File: src/rtl/button_event_queue.sv
// button_event_queue: button levels -> press/release/auto-repeat events, buffered in a show-ahead FIFO.
// Latency: one cycle from a sampled level change to ev_valid (FIFO empty); simultaneous edges lowest index first.
// Backpressure: ev_valid/ev_ready; when full, edges stay pending, due repeats are dropped, overflow is flagged.

module bq_fifo #(
    parameter int W     = 8,
    parameter int DEPTH = 8
) (
    input  logic         clk,
    input  logic         rst,
    input  logic         push_vld,
    input  logic [W-1:0] push_dat,
    input  logic         pop_rdy,
    output logic         pop_vld,
    output logic [W-1:0] pop_dat,
    output logic         full
);
    localparam int AW = (DEPTH > 1) ? $clog2(DEPTH) : 1;
    localparam int CW = $clog2(DEPTH + 1);

    logic [W-1:0]  mem [DEPTH];
    logic [AW-1:0] wr_ptr;
    logic [AW-1:0] rd_ptr;
    logic [CW-1:0] count;
    logic          do_push;
    logic          do_pop;

    // Full looks only at the registered count: a same-cycle pop never frees a slot.
    assign full    = (count == CW'(DEPTH));
    assign pop_vld = (count != '0);
    assign pop_dat = mem[rd_ptr];
    assign do_push = push_vld && !full;
    assign do_pop  = pop_vld && pop_rdy;

    always_ff @(posedge clk or posedge rst) begin
        if (rst) begin
            wr_ptr <= '0;
            rd_ptr <= '0;
            count  <= '0;
            for (int i = 0; i < DEPTH; i++) begin
                mem[i] <= '0;
            end
        end else begin
            if (do_push) begin
                mem[wr_ptr] <= push_dat;
                wr_ptr      <= wr_ptr + AW'(1);
            end
            if (do_pop) begin
                rd_ptr <= rd_ptr + AW'(1);
            end
            case ({do_push, do_pop})
                2'b10:   count <= count + CW'(1);
                2'b01:   count <= count - CW'(1);
                default: count <= count;
            endcase
        end
    end
endmodule

module button_event_queue #(
    parameter int              NBTN         = 11,
    parameter int              DEPTH        = 8,
    parameter logic [NBTN-1:0] REPEAT_MASK  = NBTN'(11'h00F),
    parameter int              REPEAT_DELAY = 6000000,
    parameter int              REPEAT_RATE  = 1200000
) (
    input  logic            clk,
    input  logic            resetq,
    input  logic [NBTN-1:0] buttons,
    input  logic            ev_ready,
    input  logic            clr_overflow,
    output logic            ev_valid,
    output logic [3:0]      ev_idx,
    output logic            ev_press,
    output logic            ev_repeat,
    output logic            overflow
);
    typedef struct packed {
        logic       rep;
        logic       press;
        logic [3:0] idx;
    } ev_t;

    typedef enum logic [1:0] {S_IDLE, S_DELAY, S_REPEAT} state_t;

    localparam int RMAX = (REPEAT_DELAY > REPEAT_RATE) ? REPEAT_DELAY : REPEAT_RATE;
    localparam int RCW  = $clog2(RMAX);

    logic [NBTN-1:0] prev;
    logic [NBTN-1:0] pending;
    logic [NBTN-1:0] sel_oh;
    logic [3:0]      sel;
    logic            sel_level;
    logic            sel_mask;
    logic            any_pend;

    logic            fifo_full;
    logic            push_vld;
    ev_t             push_dat;
    ev_t             head_dat;

    logic            edge_push;
    logic            rep_want;
    logic            rep_push;

    state_t          state;
    state_t          state_nxt;
    logic [3:0]      tidx;
    logic [RCW-1:0]  rcnt;
    logic            rdue;
    logic            press_trk;
    logic            rel_trk;
    logic            expire;
    logic            ld_delay;
    logic            ld_rate;
    logic            dec_cnt;
    logic            rdue_set;
    logic            rdue_clr;

    assign pending  = buttons ^ prev;
    assign any_pend = |pending;

    // Lowest pending index wins; descending scan lets the lowest hit overwrite.
    always_comb begin
        sel       = '0;
        sel_level = 1'b0;
        sel_mask  = 1'b0;
        sel_oh    = '0;
        for (int i = NBTN - 1; i >= 0; i--) begin
            if (pending[i]) begin
                sel       = 4'(i);
                sel_level = buttons[i];
                sel_mask  = REPEAT_MASK[i];
                sel_oh    = '0;
                sel_oh[i] = 1'b1;
            end
        end
    end

    assign edge_push = any_pend && !fifo_full;
    assign rep_want  = rdue && !any_pend;
    assign rep_push  = rep_want && !fifo_full;
    assign push_vld  = edge_push || rep_push;

    always_comb begin
        push_dat = '0;
        if (any_pend) begin
            push_dat.rep   = 1'b0;
            push_dat.press = sel_level;
            push_dat.idx   = sel;
        end else begin
            push_dat.rep   = 1'b1;
            push_dat.press = 1'b1;
            push_dat.idx   = tidx;
        end
    end

    always_ff @(posedge clk or posedge resetq) begin
        if (resetq) begin
            prev <= '0;
        end else if (edge_push) begin
            prev <= prev ^ sel_oh;
        end
    end

    // Repeat tracker events, all qualified by an edge actually entering the FIFO.
    assign press_trk = edge_push && sel_level && sel_mask;
    assign rel_trk   = edge_push && !sel_level && (sel == tidx) && (state != S_IDLE);
    assign expire    = (state != S_IDLE) && (rcnt == '0);

    always_ff @(posedge clk or posedge resetq) begin
        if (resetq) begin
            state <= S_IDLE;
        end else begin
            state <= state_nxt;
        end
    end

    always_comb begin
        state_nxt = state;
        case (state)
            S_IDLE: begin
                if (press_trk) begin
                    state_nxt = S_DELAY;
                end
            end
            default: begin
                if (press_trk) begin
                    state_nxt = S_DELAY;
                end else if (rel_trk) begin
                    state_nxt = S_IDLE;
                end else if (expire) begin
                    state_nxt = S_REPEAT;
                end
            end
        endcase
    end

    always_comb begin
        ld_delay = press_trk;
        ld_rate  = 1'b0;
        dec_cnt  = 1'b0;
        rdue_set = 1'b0;
        rdue_clr = press_trk || rel_trk;
        if (state != S_IDLE && !press_trk && !rel_trk) begin
            ld_rate  = expire;
            rdue_set = expire;
            dec_cnt  = !expire;
        end
    end

    always_ff @(posedge clk or posedge resetq) begin
        if (resetq) begin
            tidx <= '0;
            rcnt <= '0;
            rdue <= 1'b0;
        end else begin
            if (press_trk) begin
                tidx <= sel;
            end
            if (ld_delay) begin
                rcnt <= RCW'(REPEAT_DELAY - 1);
            end else if (ld_rate) begin
                rcnt <= RCW'(REPEAT_RATE - 1);
            end else if (dec_cnt) begin
                rcnt <= rcnt - RCW'(1);
            end
            // A fresh expiry outranks consuming the previous one in the same cycle.
            if (rdue_set) begin
                rdue <= 1'b1;
            end else if (rdue_clr || rep_want) begin
                rdue <= 1'b0;
            end
        end
    end

    always_ff @(posedge clk or posedge resetq) begin
        if (resetq) begin
            overflow <= 1'b0;
        end else if ((any_pend || rep_want) && fifo_full) begin
            overflow <= 1'b1;
        end else if (clr_overflow) begin
            overflow <= 1'b0;
        end
    end

    bq_fifo #(
        .W     ($bits(ev_t)),
        .DEPTH (DEPTH)
    ) u_fifo (
        .clk      (clk),
        .rst      (resetq),
        .push_vld (push_vld),
        .push_dat (push_dat),
        .pop_rdy  (ev_ready),
        .pop_vld  (ev_valid),
        .pop_dat  (head_dat),
        .full     (fifo_full)
    );

    assign ev_idx    = head_dat.idx;
    assign ev_press  = head_dat.press;
    assign ev_repeat = head_dat.rep;
endmodule

File: config.mk
export PLATFORM = sky130hd
export DESIGN_NAME = button_event_queue
export DESIGN_NICKNAME = d
export VERILOG_FILES = /design/src/rtl/button_event_queue.sv
export SDC_FILE = /design/constraint.sdc
export NUM_CORES = 1
export LEC_CHECK = 0
export CORE_UTILIZATION = 35
export DETAILED_ROUTE_END_ITERATION = 7
export DONT_BUFFER_PORTS = 1
export PLACE_DENSITY = 0.47
export SLEW_MARGIN = 20
export SYNTH_ARGS = -nofsm -noshare
export SYNTH_HDL_FRONTEND = slang
export SYNTH_SLANG_ARGS = --single-unit
File: constraint.sdc
create_clock -name clk -period 3.7 [get_ports clk]
set_input_delay 0.37 -clock clk [delete_from_list [all_inputs] [get_ports clk]]
set_output_delay 0.37 -clock clk [all_outputs]
set_load 0.05 [all_outputs]
==> reports/metrics.cfg, run 1 <==
[layout]
design_area_mm2=0.005906
insertedDiodeCount=0
final_cells=713
area_growth_pct=10.33
nNetsFinal=549
drive_gt1_frac=0.1701
fin_util=0.4003

[routing]
finalWirelength_um=12350
routedWlPerCell_um=17.32
drtIter0Drc=177
postRouteAntennaNets=0
drc_errors=2
drtPass1Iterations=6
via_count=3797
via_per_inst=5.325

[logic_synthesis]
synth.cell_area_mm2=0.005353
synth_area_leaders=dfrtp_1 47%, mux2_2 7.4%, mux4_2 5.0%, nand2_1 4.3%, o21ai_0 3.2%
synth_cells=521
synth_top_flop_cell=dfrtp_1
ys_warn_count=0
ys_seq_elements=100
syn_area_per_cell_um2=10.27
synth_top_area_cell=dfrtp_1
syn-num-nets=546
synth_top_area_frac=0.4675
synth.distinct_cells=65
synthArstFlopShare=1.000
ys_seq_area_frac=0.4675
synth_edf_count=0

[outcome]
violations=design-rule violations
status=finished with violations

[worst_setup_path]
cp.arrival_ns=3.42
critPathKind=reg -> reg
path_cells=xnor2_1 > nand4_1 > or3_1 > o21ai_2 > ha_1 > ha_1 > a21o_1 > a21oi_1 > xnor2_1 > nor2_1 > xor2_1
cp_max_fo=8
critical_path_required_ns=3.95
startpoint_type=flop
cp_top_family=simple AND/OR/NAND/NOR gates
end_kind=flop
worstPathBufferInverterCount=0
worst_path_max_delay_cell=or3_1
max_stage_delay_ns=0.51

[global_route]
grt_pass1_vias=3943
grt_overflow=0
grt_max_degree=67
grt.total_usage=0.1683
antenna_found_initial=0
grt_pass1_wl_um=20590

[placed_design]
placement.io_buffers=0
placed_cell_area_mm2=0.005588
hpwlAfterDp_um=8677
gp_congestion=0.7799
place_ws_ns=0.5082
post-place-cells=697

[power]
ir_drop_mv=0.3012
p_int_mw=2.778
pwr_density_cell_mw_per_mm2=811.6
swShare=0.4203
leakage_nw=2.502
power_frac_clock=0.211
p_switching_mw=2.015
power_mw=4.793
power_frac_comb=0.425
seq_power_share=0.363

[timing]
skew_ns=0.004910
relSlewSlack=0.3480
tns_ns=0
fin_crit_ns=3.178
worst_pin_slew_ns=0.9780
max_freq_mhz=314.7
slew_viol_final=0
hold_slack_ns=0.04834
post-route-period-util=0.8589
fin_ws_ns=0.5221
hold_viol=0
rsz0062_at_grt=false
finalSetupViolations=0

[clock_tree]
cts.root.buffer_cell=clkbuf_16
cts_setup_buffers=0
cts.path.max_buffers=2
htreeDepth=3
clock_sinks=100
cts_buffers=9
ctsResizeCount=0
clk_latency_ns=0.36
path_clk_slew_ns=0.07
cts_tree=done
cts_hold_buf=0

[floorplan]
dieWidth_um=125.7
die_h_um=125.7
core_area_mm2=0.01475
pin_count=23
die_area_mm2=0.01579
start_util=0.3628
fp-row-count=44

[job]
max-cap-violations=0

[hold_path]
hp-class=in -> async

[layout make-up]
type,instances,area (um^2)
sequential,100,2502
timing repair buffer,13,97.59
clock inverter,5,65.06
fill,1471,8848
inverter,22,85.08
tap,184,230.2
multi-input combinational,378,2673
clock buffer,11,252.7
[state kept, by name (all words and copies together) (netlist names), named ones only]
signal	cells
overflow	1
prev	10
rcnt	23
rdue	1
state	2
tidx	4
u_fifo.count	4
u_fifo.mem	48
u_fifo.rd_ptr	3
u_fifo.wr_ptr	3
[power groups by stage]
stage	Combinational (mW)	Sequential (mW)	Clock (mW)
after floorplan	1.73	1.59	0
final	2.04	1.74	1.01
after CTS	2.07	1.75	1.05
after detailed placement	2.06	1.77	0
after global routing	2.28	1.79	1.08
after global placement	2.03	1.75	0
[Yosys cell counts, types with 9 or more instances]
| library cell | count |
|---|---|
| clkbuf_1 | 13 |
| xnor2_1 | 15 |
| a21oi_1 | 31 |
| mux2_2 | 35 |
| nor3_1 | 15 |
| nor2_1 | 45 |
| nand2b_1 | 9 |
| o21ai_0 | 34 |
| mux4_2 | 12 |
| dfrtp_1 | 100 |
| inv_1 | 22 |
| nand2_1 | 62 |
| ha_1 | 9 |
[routing by layer]
| layer | vias up | track usage | wire (um) |
|---|---|---|---|
| li1 | 1868 | - | - |
| met1 | 1876 | 0.2175 | 5842 |
| met2 | 47 | 0.2824 | 5975 |
| met3 | 6 | 0.04503 | 431 |
| met4 | 0 | 0.03659 | 98 |
| met5 | - | 0 | 0 |
[logic make-up (layout without fill, tap and decap cells)]
logic type / after synthesis / in the layout / share of synthesized area
multiplexers: 50 / 50 / 0.1297
adder cells (fa/ha/maj): 13 / 13 / 0.03039
buffers and inverters: 43 / 51 / 0.03319
AO/OA/AOI/OAI: 103 / 103 / 0.1197
AND/OR/NAND/NOR: 190 / 190 / 0.1821
flip-flops: 100 / 100 / 0.4675
XOR/XNOR: 22 / 22 / 0.03740
[final timing paths]
kind	cells past startpoint	from	slack, ns	end
max in group asynchronous	2	resetq	2.85	rcnt[16]
worst max-delay path	11	prev[7]	0.52	u_fifo.count[3]
worst min register to register	2	u_fifo.mem[28]	0.48	u_fifo.mem[28]
worst max register to register	11	prev[7]	0.52	u_fifo.count[3]
min in group clk	1	clr_overflow	0.10	overflow
worst min-delay path	1	resetq	0.05	u_fifo.mem[2]
[placed cells by master (no fill, tap or decap), types with 3 or more instances in the layout]
master,count
dfrtp_1,100
nand2_1,62
nor2_1,45
mux2_2,35
o21ai_0,34
a21oi_1,31
inv_1,21
xnor2_1,15
nor3_1,15
buf_4,13
mux4_2,12
nand2b_1,9
ha_1,9
clkbuf_16,9
and2_1,8
nor4_1,8
or3_1,6
xor2_1,6
nand4_1,5
nand3b_1,5
nand3_1,4
a31oi_1,4
o211ai_1,3
maj3_1,3
nor2b_1,3
or2_2,3
a41oi_1,3
o31ai_1,3
mux2i_1,3
a32o_1,3
inv_6,3
(Power assumes the default switching activity.)
==> inputs of run 2 (changes only) <==
--- a/config.mk
+++ b/config.mk
@@ -5,7 +5,9 @@
 export SDC_FILE = /design/constraint.sdc
 export NUM_CORES = 1
 export LEC_CHECK = 0
+export ABC_AREA = 1
 export CORE_UTILIZATION = 35
+export CTS_CLUSTER_DIAMETER = 50
 export DETAILED_ROUTE_END_ITERATION = 7
 export DONT_BUFFER_PORTS = 1
 export PLACE_DENSITY = 0.47
==> run 2 against run 1 <==
Effect of this change: the flow now finishes without violations; sequential share of layout area is 2.2 points lower; non-clock buffer count decreased by 1; clock power is 4% higher; sequential power barely moved; clock skew increased by 0.0023 ns; first-iteration DRC count up 21%; die area rose by 4.8%; register-to-register slack improved by 0.30 ns; sequential cell count did not move; setup slack better by 0.30 ns; count of clock-buffer cells in the layout unchanged; worst hold slack improved by 0.019 ns; largest cell class unchanged; largest power group unchanged; highest routed layer unchanged.
==> reports/metrics.cfg, run 2 <==
[outcome]
status=completed

[clock_tree]
cts_setup_buffers=0
cts_hold_buf=0
cts_buffers=9
cts.path.max_buffers=2
ctsResizeCount=0
clock_sinks=100
clk_latency_ns=0.35
cts_tree=done
htreeDepth=3
path_clk_slew_ns=0.07
cts.root.buffer_cell=clkbuf_16

[logic_synthesis]
synth_top_area_frac=0.4457
synth.cell_area_mm2=0.005614
ys_warn_count=0
ys_seq_area_frac=0.4457
synth_top_flop_cell=dfrtp_1
synth_area_leaders=dfrtp_1 45%, nand2_1 13%, inv_1 6.3%, nor2_1 5.8%, o21ai_0 5.4%
synth_top_area_cell=dfrtp_1
synthArstFlopShare=1.000
ys_seq_elements=100
synth_cells=739
syn-num-nets=764
ys_top_cells_by_count=193 x nand2_1, 100 x dfrtp_1, 94 x inv_1
synth.distinct_cells=44
synth_edf_count=0
syn_area_per_cell_um2=7.597
synth_most_common_cell=nand2_1

[timing]
tns_ns=0
finalSetupViolations=0
post-route-period-util=0.7772
max_freq_mhz=347.8
hold_viol=0
rsz0062_at_grt=false
slew_viol_final=0
skew_ns=0.007176
fin_crit_ns=2.875
relSlewSlack=0.3250
worst_pin_slew_ns=1.012

[job]
max-cap-violations=0

[global_route]
grt_pass1_vias=4671
grt.total_usage=0.1808
grt_max_degree=65
grt_pass1_wl_um=22960
antenna_found_initial=0
grt_overflow=0

[worst_setup_path]
cp.arrival_ns=3.12
worstRegToRegCells=16
worst_path_max_delay_cell=dfrtp_1
cp_top_family=simple AND/OR/NAND/NOR gates
max_stage_delay_ns=0.33
path_cells=inv_1 > ha_1 > nand3_2 > nor2_4 > nand3_2 > or2_4 > nand2_2 > ha_1 > ha_1 > nand2_1 > nor2_1 > a211oi_1 > nor2_1 > nor2_1 > nand2_1 > xor2_1
startpoint_type=flop
end_kind=flop
r2r_setup_slack_ns=0.82
cp_max_fo=5
critPathKind=reg -> reg
critical_path_required_ns=3.94
worstPathBufferInverterCount=1
worstReg2RegEnd=u_fifo.count[3]

[routing]
drc_errors=0
via_per_inst=4.802
drtIter0Drc=214
postRouteAntennaNets=0
routedWlPerCell_um=13.87
drtPass1Iterations=4
via_count=4634
finalWirelength_um=13380

[floorplan]
die_area_mm2=0.01655
dieWidth_um=128.7
die_h_um=128.7
core_area_mm2=0.01543
fp-row-count=45
start_util=0.3639
pin_count=23

[layout]
largest_register_ffs=48
design_area_mm2=0.006228
final_cell_mix=193 x nand2_1, 100 x dfrtp_1, 93 x inv_1
final_common_cell=nand2_1
nNetsFinal=774
largest_register=u_fifo.mem
area_growth_pct=10.94
drive_gt1_frac=0.1061
insertedDiodeCount=0
reg.largest.list=u_fifo.mem x48, rcnt x23, prev x10
fin_util=0.4037

[power]
pwr_density_cell_mw_per_mm2=847.6
leakage_nw=3.099
ir_drop_mv=0.3770

[placed_design]
placement.io_buffers=0
hpwlAfterDp_um=9436
gp_congestion=0.8052
placed_cell_area_mm2=0.005901

[hold_path]
hp-class=in -> async

==> run 2: cell types whose count changed after synthesis, sizes merged, moves of 9 or more <==
| cell | previous run | this run |
|---|---|---|
| nand2 | 62 | 203 |
| inv | 22 | 106 |
| nand2b | 9 | 0 |
| o21ai | 36 | 76 |
| nor4 | 11 | 2 |
| nand3 | 4 | 39 |
| a21oi | 31 | 16 |
| nor2 | 45 | 102 |
| nor3 | 16 | 6 |
| mux4 | 12 | 0 |
| xnor2 | 16 | 4 |
| xor2 | 6 | 23 |
| mux2 | 35 | 3 |
==> run 2: where the power goes <==
part	total, mW	switching [mW]	internal (mW)
clock	1.05	0.434	0.614
sequential	1.76	0.309	1.45
combinational	2.48	1.71	0.763
==> run 2: stage by stage <==
step | total power, mW | setup slack [ns] | std cells | hold slack [ns]
global route | 5.747 | 0.6634 | 965 | 0.1088
CTS | 5.355 | 0.8303 | 965 | 0.09039
finish | 5.279 | 0.8245 | 965 | 0.06745
global placement | 4.232 | 0.9260 | 949 | 0.4566
detailed placement | 4.276 | 0.8390 | 949 | 0.4576
floorplan | 3.646 | 0.7112 | 739 | 0.4367
==> run 2: final cells by class <==
type                            instances  area, um^2
Tap cell                              211       264.0
Timing Repair Buffer                   12       90.09
Inverter                              109       411.6
Sequential cell                       100        2502
Clock inverter                          5       85.08
Fill cell                            1619        9199
Multi-Input combinational cell        517        2633
Clock buffer                           11       242.7
==> run 2: worst max path at each step <==
stage | cells past startpoint | slack, ns | startpoint | to
after detailed placement | 15 | 0.84 | buttons[1] | u_fifo.count[3]
final | 16 | 0.82 | flop | u_fifo.count[3]
after global placement | 15 | 0.93 | buttons[1] | u_fifo.count[3]
after global routing | 16 | 0.66 | flop | u_fifo.count[3]
after CTS | 16 | 0.83 | flop | u_fifo.count[3]
after floorplan | 1 | 0.71 | resetq | async pin
==> run 2: cells by family (layout without fill, tap and decap cells) <==
group                    count (synthesis)  after routing  share of synthesized area
multiplexers                             4              4                   0.007800
adder cells (fa/ha/maj)                 10             10                    0.02362
AND/OR/NAND/NOR                        361            361                     0.2810
buffers and inverters                  122            137                    0.08536
flip-flops                             100            100                     0.4457
XOR/XNOR                                27             27                    0.04212
AO/OA/AOI/OAI                          115            115                     0.1143
==> run 2: metal layers <==
layer  GRT usage  vias up  part of all wire
met5           0        -                 0
met4     0.04844        0             0.012
met3     0.04241       13             0.035
met2      0.3087       59              0.47
met1      0.2291     2202              0.48
li1            -     2360                 -
